## src/rtl/nibble_add_seq_if.sv

```systemverilog
// Request/result bundle for the nibble-serial adder: two requester ports
// plus the shared result port.
interface nibble_add_seq_if #(
  parameter int NIBBLES = 4
);
  localparam int W = 4 * NIBBLES;

  logic         req0;
  logic         req1;
  logic [W-1:0] op_a0;
  logic [W-1:0] op_b0;
  logic [W-1:0] op_a1;
  logic [W-1:0] op_b1;
  logic         sub0;
  logic         sub1;
  logic         gnt0;
  logic         gnt1;
  logic [W-1:0] res;
  logic         c_out;
  logic         ovf;
  logic         res_valid;
  logic         res_id;
  logic         busy;

  modport master (
    output req0, req1, op_a0, op_b0, op_a1, op_b1, sub0, sub1,
    input  gnt0, gnt1, res, c_out, ovf, res_valid, res_id, busy
  );

  modport slave (
    input  req0, req1, op_a0, op_b0, op_a1, op_b1, sub0, sub1,
    output gnt0, gnt1, res, c_out, ovf, res_valid, res_id, busy
  );
endinterface

```

## src/rtl/nibble_add_seq.sv

```systemverilog
// Two-requester add/subtract unit that pushes one 4-bit slice per cycle
// through a single adder, with round-robin arbitration between requesters.
module nibble_add_seq #(
  parameter int NIBBLES = 4
) (
  input  logic              clk,
  input  logic              reset_n,
  nibble_add_seq_if.slave   bus
);
  localparam int W    = 4 * NIBBLES;
  localparam int IDXW = (NIBBLES > 2) ? $clog2(NIBBLES) : 1;
  localparam logic [IDXW-1:0] LAST_IDX = IDXW'(NIBBLES - 1);

  typedef enum logic [1:0] {
    IDLE = 2'd0,
    ADD  = 2'd1,
    DONE = 2'd2
  } state_t;

  state_t          r_state;
  state_t          w_state_nx;
  logic [W-1:0]    r_a;
  logic [W-1:0]    r_b;
  logic [W-1:0]    r_res;
  logic            r_sub;
  logic            r_id;
  logic            r_carry;
  logic            r_last_id;
  logic            r_c_out;
  logic            r_ovf;
  logic            r_res_valid;
  logic            r_res_id;
  logic            r_busy;
  logic [IDXW-1:0] r_idx;

  logic            w_gnt0;
  logic            w_gnt1;
  logic            w_grant;
  logic            w_gnt_id;
  logic [IDXW+1:0] w_ofs;
  logic [3:0]      w_a_nib;
  logic [3:0]      w_b_nib;
  logic [3:0]      w_s_nib;
  logic [4:0]      w_slice;
  logic            w_cout;
  logic            w_top_cin;

  // Arbitration and next-state; r_last_id holds the id served last.
  always_comb begin
    w_state_nx = r_state;
    w_gnt0     = 1'b0;
    w_gnt1     = 1'b0;
    case (r_state)
      IDLE: begin
        if (!reset_n) begin
          w_state_nx = IDLE;
        end else if (bus.req0 && bus.req1) begin
          if (r_last_id) begin
            w_gnt0 = 1'b1;
          end else begin
            w_gnt1 = 1'b1;
          end
          w_state_nx = ADD;
        end else if (bus.req0) begin
          w_gnt0     = 1'b1;
          w_state_nx = ADD;
        end else if (bus.req1) begin
          w_gnt1     = 1'b1;
          w_state_nx = ADD;
        end else begin
          w_state_nx = IDLE;
        end
      end
      ADD: begin
        if (r_idx == LAST_IDX) begin
          w_state_nx = DONE;
        end else begin
          w_state_nx = ADD;
        end
      end
      DONE:    w_state_nx = IDLE;
      default: w_state_nx = IDLE;
    endcase
  end

  assign w_grant  = w_gnt0 | w_gnt1;
  assign w_gnt_id = w_gnt1;

  // The single 4-bit slice; subtract feeds the inverted B nibble with carry-in 1.
  assign w_ofs     = {r_idx, 2'b00};
  assign w_a_nib   = r_a[w_ofs +: 4];
  assign w_b_nib   = r_sub ? ~r_b[w_ofs +: 4] : r_b[w_ofs +: 4];
  assign w_slice   = {1'b0, w_a_nib} + {1'b0, w_b_nib} + {4'b0000, r_carry};
  assign w_s_nib   = w_slice[3:0];
  assign w_cout    = w_slice[4];
  assign w_top_cin = w_a_nib[3] ^ w_b_nib[3] ^ w_s_nib[3];

  // State register and busy flag.
  always_ff @(posedge clk) begin
    if (!reset_n) begin
      r_state <= IDLE;
      r_busy  <= 1'b0;
    end else begin
      r_state <= w_state_nx;
      r_busy  <= (w_state_nx != IDLE);
    end
  end

  // Operand capture, nibble-serial accumulation and result flags.
  always_ff @(posedge clk) begin
    if (!reset_n) begin
      r_a         <= {W{1'b0}};
      r_b         <= {W{1'b0}};
      r_res       <= {W{1'b0}};
      r_sub       <= 1'b0;
      r_id        <= 1'b0;
      r_carry     <= 1'b0;
      r_idx       <= {IDXW{1'b0}};
      r_last_id   <= 1'b1;
      r_c_out     <= 1'b0;
      r_ovf       <= 1'b0;
      r_res_id    <= 1'b0;
      r_res_valid <= 1'b0;
    end else begin
      r_res_valid <= 1'b0;
      if (w_grant) begin
        r_a       <= w_gnt_id ? bus.op_a1 : bus.op_a0;
        r_b       <= w_gnt_id ? bus.op_b1 : bus.op_b0;
        r_sub     <= w_gnt_id ? bus.sub1  : bus.sub0;
        r_carry   <= w_gnt_id ? bus.sub1  : bus.sub0;
        r_id      <= w_gnt_id;
        r_last_id <= w_gnt_id;
        r_idx     <= {IDXW{1'b0}};
      end else if (r_state == ADD) begin
        r_res[w_ofs +: 4] <= w_s_nib;
        r_carry           <= w_cout;
        r_idx             <= r_idx + IDXW'(1);
        if (r_idx == LAST_IDX) begin
          r_c_out     <= w_cout;
          r_ovf       <= w_top_cin ^ w_cout;
          r_res_id    <= r_id;
          r_res_valid <= 1'b1;
        end else begin
          r_res_valid <= 1'b0;
        end
      end else begin
        r_res_valid <= 1'b0;
      end
    end
  end

  assign bus.gnt0      = w_gnt0;
  assign bus.gnt1      = w_gnt1;
  assign bus.res       = r_res;
  assign bus.c_out     = r_c_out;
  assign bus.ovf       = r_ovf;
  assign bus.res_valid = r_res_valid;
  assign bus.res_id    = r_res_id;
  assign bus.busy      = r_busy;
endmodule

```

## src/flat_wrapper.sv

```systemverilog
// flat-port wrapper written by rule: the top's interface ports become plain ports
module nibble_add_seq_flat 
#(
  parameter int NIBBLES = 4
)
  (clk, reset_n, bus_req0, bus_req1, bus_op_a0, bus_op_b0, bus_op_a1, bus_op_b1, bus_sub0, bus_sub1, bus_gnt0, bus_gnt1, bus_res, bus_c_out, bus_ovf, bus_res_valid, bus_res_id, bus_busy);
  nibble_add_seq_if #(.NIBBLES(NIBBLES)) bus_i ();
  input  logic clk;
  input  logic reset_n;
  input wire logic [$bits(bus_i.req0)-1:0] bus_req0;
  input wire logic [$bits(bus_i.req1)-1:0] bus_req1;
  input wire logic [$bits(bus_i.op_a0)-1:0] bus_op_a0;
  input wire logic [$bits(bus_i.op_b0)-1:0] bus_op_b0;
  input wire logic [$bits(bus_i.op_a1)-1:0] bus_op_a1;
  input wire logic [$bits(bus_i.op_b1)-1:0] bus_op_b1;
  input wire logic [$bits(bus_i.sub0)-1:0] bus_sub0;
  input wire logic [$bits(bus_i.sub1)-1:0] bus_sub1;
  output wire logic [$bits(bus_i.gnt0)-1:0] bus_gnt0;
  output wire logic [$bits(bus_i.gnt1)-1:0] bus_gnt1;
  output wire logic [$bits(bus_i.res)-1:0] bus_res;
  output wire logic [$bits(bus_i.c_out)-1:0] bus_c_out;
  output wire logic [$bits(bus_i.ovf)-1:0] bus_ovf;
  output wire logic [$bits(bus_i.res_valid)-1:0] bus_res_valid;
  output wire logic [$bits(bus_i.res_id)-1:0] bus_res_id;
  output wire logic [$bits(bus_i.busy)-1:0] bus_busy;
  assign bus_i.req0 = bus_req0;
  assign bus_i.req1 = bus_req1;
  assign bus_i.op_a0 = bus_op_a0;
  assign bus_i.op_b0 = bus_op_b0;
  assign bus_i.op_a1 = bus_op_a1;
  assign bus_i.op_b1 = bus_op_b1;
  assign bus_i.sub0 = bus_sub0;
  assign bus_i.sub1 = bus_sub1;
  assign bus_gnt0 = bus_i.gnt0;
  assign bus_gnt1 = bus_i.gnt1;
  assign bus_res = bus_i.res;
  assign bus_c_out = bus_i.c_out;
  assign bus_ovf = bus_i.ovf;
  assign bus_res_valid = bus_i.res_valid;
  assign bus_res_id = bus_i.res_id;
  assign bus_busy = bus_i.busy;
  nibble_add_seq #(.NIBBLES(NIBBLES)) u_core (.clk(clk), .reset_n(reset_n), .bus(bus_i));
endmodule
```

## config.mk

```make
export PLATFORM = sky130hd
export DESIGN_NAME = nibble_add_seq_flat
export DESIGN_NICKNAME = d
export VERILOG_FILES = /design/src/rtl/nibble_add_seq_if.sv /design/src/rtl/nibble_add_seq.sv /design/src/flat_wrapper.sv
export SDC_FILE = /design/constraint.sdc
export NUM_CORES = 1
export LEC_CHECK = 0
export CAP_MARGIN = 10
export CORE_UTILIZATION = 40
export DETAILED_ROUTE_END_ITERATION = 8
export PLACE_DENSITY = 0.71
export SETUP_SLACK_MARGIN = 0.1
export SYNTH_ARGS = -nofsm -noshare
export SYNTH_HDL_FRONTEND = slang
export SYNTH_SLANG_ARGS = --single-unit
```

## constraint.sdc

```tcl
create_clock -name clk -period 3.15 [get_ports clk]
set_clock_uncertainty 0.1 [all_clocks]
set_input_delay 0.63 -clock clk [delete_from_list [all_inputs] [get_ports clk]]
set_output_delay 0.63 -clock clk [all_outputs]
set_load 0.03 [all_outputs]
```

==> flow_summary.toml, run 1 <==
[yosys]
netlist-cell-type-count = 41
yosysMostFrequentCell = "nor2_1"
ys_ff_latch = 61
synth_edf_count = 0
seq_area_frac_synth_pct = 42.8
yosysTopAreaCell = "dfxtp_1"
syn_inst = 306
synth_area_mm2 = 0.00286
synth_top_flop_cell = "dfxtp_1"
syn-num-nets = 387
synth-warning-count = 0
async_flop_share_pct = 0
synthTopCellsByCount = "nor2_1 (82), dfxtp_1 (61), o221ai_1 (31)"
syn_area_per_cell_um2 = 9.33
yosys-top-cells-area = "dfxtp_1 (43%), nor2_1 (11%), o221ai_1 (9.5%)"
synth_top_area_share_pct = 42.8

[timing]
finalCriticalPeriod_ns = 2.73
timing.final.crit_share_pct = 86.6
hold_slack_ns = 0.355
slew_headroom_pct = 59.6
drv_slew = 0
tns_ns = 0
timing.fmax_mhz = 366
hold_violations = 0
worst_slack_ns = 0.421
tightest_slew_ns = 0.600
setup_violations = 0
rsz0062_at_grt = "no"

[clock_network]
post_cts_resized = 0
cts_tree = "done"
cts_hold_buf = 0
cts.clk_slew.worst_paths_ns = 0.07
cts_setup_buffers = 0
root_buffer = "clkbuf_8"
cts_buffers = 9
htreeDepth = 3
clock_latency_ns = 0.34
clk_path_buf_depth = 2
cts_sinks = 61

[hold_path]
whs_path_depth = 2
min_path_type = "reg2reg"
holdCritStartpoint = "u_core.r_id"
whs_endpoint = "u_core.r_id"

[detailed_routing]
wl_per_cell_um = 14.4
drtIter0Drc = 97
routed_wl_um = 7140
num_vias = 2568
via_per_inst = 5.18
drcViolationCount = 0
dr.pass1.iters = 4
ant_nets = 0

[final_layout]
fillCellCount = 620
area_growth_pct = 41.9
finalNetCount = 476
final_area_mm2 = 0.00405
drive_above_1_share_pct = 10.3
fin_cells = 496
utilization_pct = 59.3
diodes = 0

[floorplan]
initial_core_util_pct = 41.8
coreArea_mm2 = 0.00683
die_y_um = 86.5
rows = 30
die_area_mm2 = 0.00748
fp.dieW_um = 86.5
io_pins = 93

[placed_design]
io_buffers = 92
dp_hpwl_um = 5250
placed_cells = 480
gp_congestion = 0.828
pre_cts_ws_ns = 0.348
dpl_cell_area_mm2 = 0.00384

[power]
total_power_mw = 2.06
p_leak_nw = 1.59
peakVddDrop_mv = 0.276
power.density_mw_per_mm2 = 507

[job]
drv_cap = 0

[worst_setup_path]
criticalPathCategory = "reg2reg"
arrival_ns = 2.91
ff2ff_setup_slack_ns = 0.42
r2r_end = "u_core.bus.res[15]"
worstPathMaxFanout = 5
crit_path_end_kind = "register"
cp-start-kind = "register"
rr_worst_depth = 9
rr_startpoint = "u_core.r_idx[0]"
cp.required_ns = 3.33

[global_route]
grt_pass1_wl_um = 12000
use_met1_pct = 26.5
met2_usage_pct = 34.6
busiest_layer = "met2"
first_global_vias = 2561
grtUsageMet3_pct = 4.76
grt_start_max_net_pins = 38
antenna_found_initial = 0
overflow = 0
grt_usage_pct = 21.0

[outcome]
status = "complete, no violations"
## placed cells by master, fill, tap and decap left out, types with 2 or more instances in the layout
master,n
a21oi_1,9
a22oi_1,14
a31oi_1,2
and2_1,2
and3_1,3
buf_4,10
clkbuf_8,12
clkdlybuf4s50_1,90
dfxtp_1,61
fa_1,2
ha_1,9
inv_1,8
mux2i_1,2
mux4_1,2
mux4_2,6
nand2_1,15
nand2_2,2
nand2b_1,3
nand3_1,2
nor2_1,82
nor3b_1,2
o21ai_1,4
o221ai_1,31
xor2_1,6
## kinds of logic after synthesis
kind of cell	count (synthesis)	share of synthesized area, %
and+or+nand+nor	118	19.3
AOI/OAI and AO/OA	67	17.8
DFF	61	42.8
buffers and inverters	32	5.39
adders and majority gates	11	5.34
muxes	10	7.27
xor gates and xnor gates	7	2.15
## sequential cells by signal (all words and copies together) (netlist names)
signal,count
u_core.bus.busy,1
u_core.bus.c_out,1
u_core.bus.ovf,1
u_core.bus.res,16
u_core.bus.res_id,1
u_core.bus.res_valid,1
u_core.r_a,16
u_core.r_b,16
u_core.r_carry,1
u_core.r_id,1
u_core.r_idx,2
u_core.r_last_id,1
u_core.r_state,2
u_core.r_sub,1
## layout make-up
type,instances,area [um2],share of cell area (%)
Multi-Input combinational cell,213,1490,36.6
Sequential cell,61,1220,30.1
Timing Repair Buffer,100,976,24.1
Clock buffer,13,169,4.17
Tap cell,96,120,2.96
Clock inverter,3,42.5,1.05
Inverter,10,40.0,0.988
## worst max-delay path by stage
stage	start	endpoint	slack (ns)	cells past startpoint
after global placement	u_core.r_idx[0]	u_core.r_carry	0.42	10
after detailed placement	u_core.r_idx[0]	u_core.r_carry	0.35	10
after floorplan	u_core.r_idx[0]	u_core.r_carry	0.26	10
after CTS	u_core.r_idx[0]	u_core.r_carry	0.34	10
after global routing	u_core.r_idx[0]	u_core.bus.res[6]	0.18	10
final	u_core.r_idx[0]	u_core.bus.res[15]	0.42	9
## power by group
part	switching [mW]	internal, mW
Clock	0.302	0.429
Combinational	0.232	0.221
Sequential	0.0387	0.833
Total	0.572	1.48
## per-layer routing
metal | up-vias | part of all wire [%]
li1 | 1273 | -
met1 | 1199 | 46
met2 | 81 | 47
met3 | 15 | 4.8
met4 | 0 | 2.0
met5 | - | 0
## critical path: stages (launching register included)
cell	delay (ns)
dfxtp_1	0.38
buf_4	0.18
mux4_1	0.57
xor2_1	0.20
ha_1	0.31
nand2b_1	0.06
a21oi_1	0.24
xor2_1	0.39
a22oi_1	0.12
nor2_1	0.11
(Power assumes the default switching activity.)
==> run 2, diff against run 1 <==
- CAP_MARGIN: 10 -> not set
- CORE_ASPECT_RATIO: not set -> 0.6
==> flow_summary.toml, run 2 (same netlist as run 1, synthesis figures left out) <==
[outcome]
status = "complete, but fails checks"
violations = "DRC"

[worst_setup_path]
crit_path_end_kind = "register"
cp-start-kind = "register"
cp_slowest_cell = "mux4_1"
path_buf_inv = 1
rr_worst_depth = 9
arrival_ns = 2.99
crit_top_cell = "xor2_1"
slowest_delay_ns = 0.56
worstPathMaxFanout = 4
cp_num_cells = 9
cp.required_ns = 3.31
crit_family = "XOR/XNOR gates"
criticalPathCategory = "reg2reg"
path_cells = "buf_4 > mux4_1 > xor2_1 > ha_1 > nand2b_1 > a21oi_1 > xor2_1 > a22oi_1 > nor2_1"

[global_route]
first_global_vias = 2563
grt_start_max_net_pins = 42
grt_usage_pct = 21.9
antenna_found_initial = 0
grt_pass1_wl_um = 12400
overflow = 0

[detailed_routing]
via_per_inst = 5.33
num_vias = 2590
drtIter0Drc = 175
drcViolationCount = 6
highest_layer = "met4"
dr_wl_met3_um = 593
wl_per_cell_um = 15.5
dr.pass1.iters = 7
routed_wl_um = 7560
met2_length_um = 3310
wl_met1_um = 3630
ant_nets = 0

[power]
p_leak_nw = 1.65
pwr-share-seq_pct = 35.8
p_comb_share_pct = 19.1
power.density_mw_per_mm2 = 586
pwr-share-clk_pct = 45.1
p_sw_mw = 0.612
p_int_mw = 1.83
peakVddDrop_mv = 0.271
total_power_mw = 2.44
swShare_pct = 25.0

[floorplan]
io_pins = 93
coreArea_mm2 = 0.00679
die_area_mm2 = 0.00749
die_y_um = 67.5
fp.dieW_um = 111
initial_core_util_pct = 42.1
rows = 23

[clock_network]
clock_latency_ns = 0.33
cts_buffers = 9
clk_path_buf_depth = 2
cts_sinks = 61
root_buffer = "clkbuf_16"
cts_hold_buf = 0
cts.clk_slew.worst_paths_ns = 0.05
htreeDepth = 3
cts_tree = "done"

[timing]
drv_slew = 0
timing.final.crit_share_pct = 89.9
rsz0062_at_grt = "no"
finalCriticalPeriod_ns = 2.83
timing.fmax_mhz = 353
hold_violations = 0
tightest_slew_ns = 0.587
setup_violations = 0
tns_ns = 0
hold_slack_ns = 0.349
slew_headroom_pct = 60.5

[final_layout]
final_common_cell = "clkdlybuf4s50_1"
finalNetCount = 475
fillCellCount = 598
area_growth_pct = 45.9
diodes = 0
seq_area_mm2 = 0.00122
drive_above_1_share_pct = 10.3
multi_input_area_mm2 = 0.00149
most-common-layout-cells = "clkdlybuf4s50_1 (90), nor2_1 (82), dfxtp_1 (61)"

[placed_design]
io_buffers = 92
dp_hpwl_um = 5500
gp_congestion = 0.787

[hold_path]
min_path_type = "reg2reg"
whs_path_depth = 2

[job]
drv_cap = 0
[run 2: cell count changes in the layout (fill, tap and decap cells not counted), sizes merged]
cell	delta
clkinvlp	-1
bufinv	+1
buf	-1
[run 2: power groups by stage]
stage          Combinational, mW  Sequential [mW]  Clock (mW)
5_1_grt                    0.508            0.881        1.15
2_1_floorplan              0.266            0.891           0
3_3_place_gp               0.447            0.888           0
3_5_place_dp               0.461            0.888           0
6_report                   0.468            0.875        1.10
4_1_cts                    0.465            0.874        1.11
[run 2: final timing paths]
kind	startpoint	end	slack [ns]
setup / recovery	u_core.r_idx[0]	u_core.bus.res[3]	0.32
hold / removal	u_core.r_id	u_core.r_id	0.35
setup reg to reg	u_core.r_idx[0]	u_core.bus.res[3]	0.32
hold reg to reg	u_core.r_id	u_core.r_id	0.35
[run 2: cell type report]
cell class              count  share of cell area [%]
flip-flops and latches     61                    29.3
well taps                  87                    2.61
clock buffers              13                    6.72
multi-input cells         213                    35.6
inverters                  10                   0.960
repair buffers             99                    23.2
clock inverters             3                    1.56
[run 2: per-stage QoR]
step           cells  utilization (%)  cell area [um2]  setup WS, ns
6_report         486             61.4             4170         0.319
5_1_grt          486             61.4             4170         0.150
4_1_cts          486             61.3             4170         0.297
3_5_place_dp     470             56.2             3820         0.330
3_3_place_gp     470             56.2             3820         0.407
2_1_floorplan    306                -             2860         0.255
[run 2: what timing repair did]
item                                    4_1_cts  5_1_grt
endpoints found under the hold margin         0        0
endpoints found under the setup margin        0        1
gates resized for setup                       0        1
setup buffers                                 0        0
[run 2: metal layers]
| metal | up-vias | track usage [%] |
|---|---|---|
| li1 | 1273 | - |
| met5 | - | 0 |
| met2 | 97 | 34.1 |
| met1 | 1218 | 29.3 |
| met4 | 0 | 6.25 |
| met3 | 2 | 7.09 |
[run 2: worst reg2reg max path, stage by stage (launching register included)]
cell      delay (ns)
dfxtp_1         0.41
buf_4           0.17
mux4_1          0.56
xor2_1          0.19
ha_1            0.32
nand2b_1        0.05
a21oi_1         0.27
xor2_1          0.44
a22oi_1         0.14
nor2_1          0.10
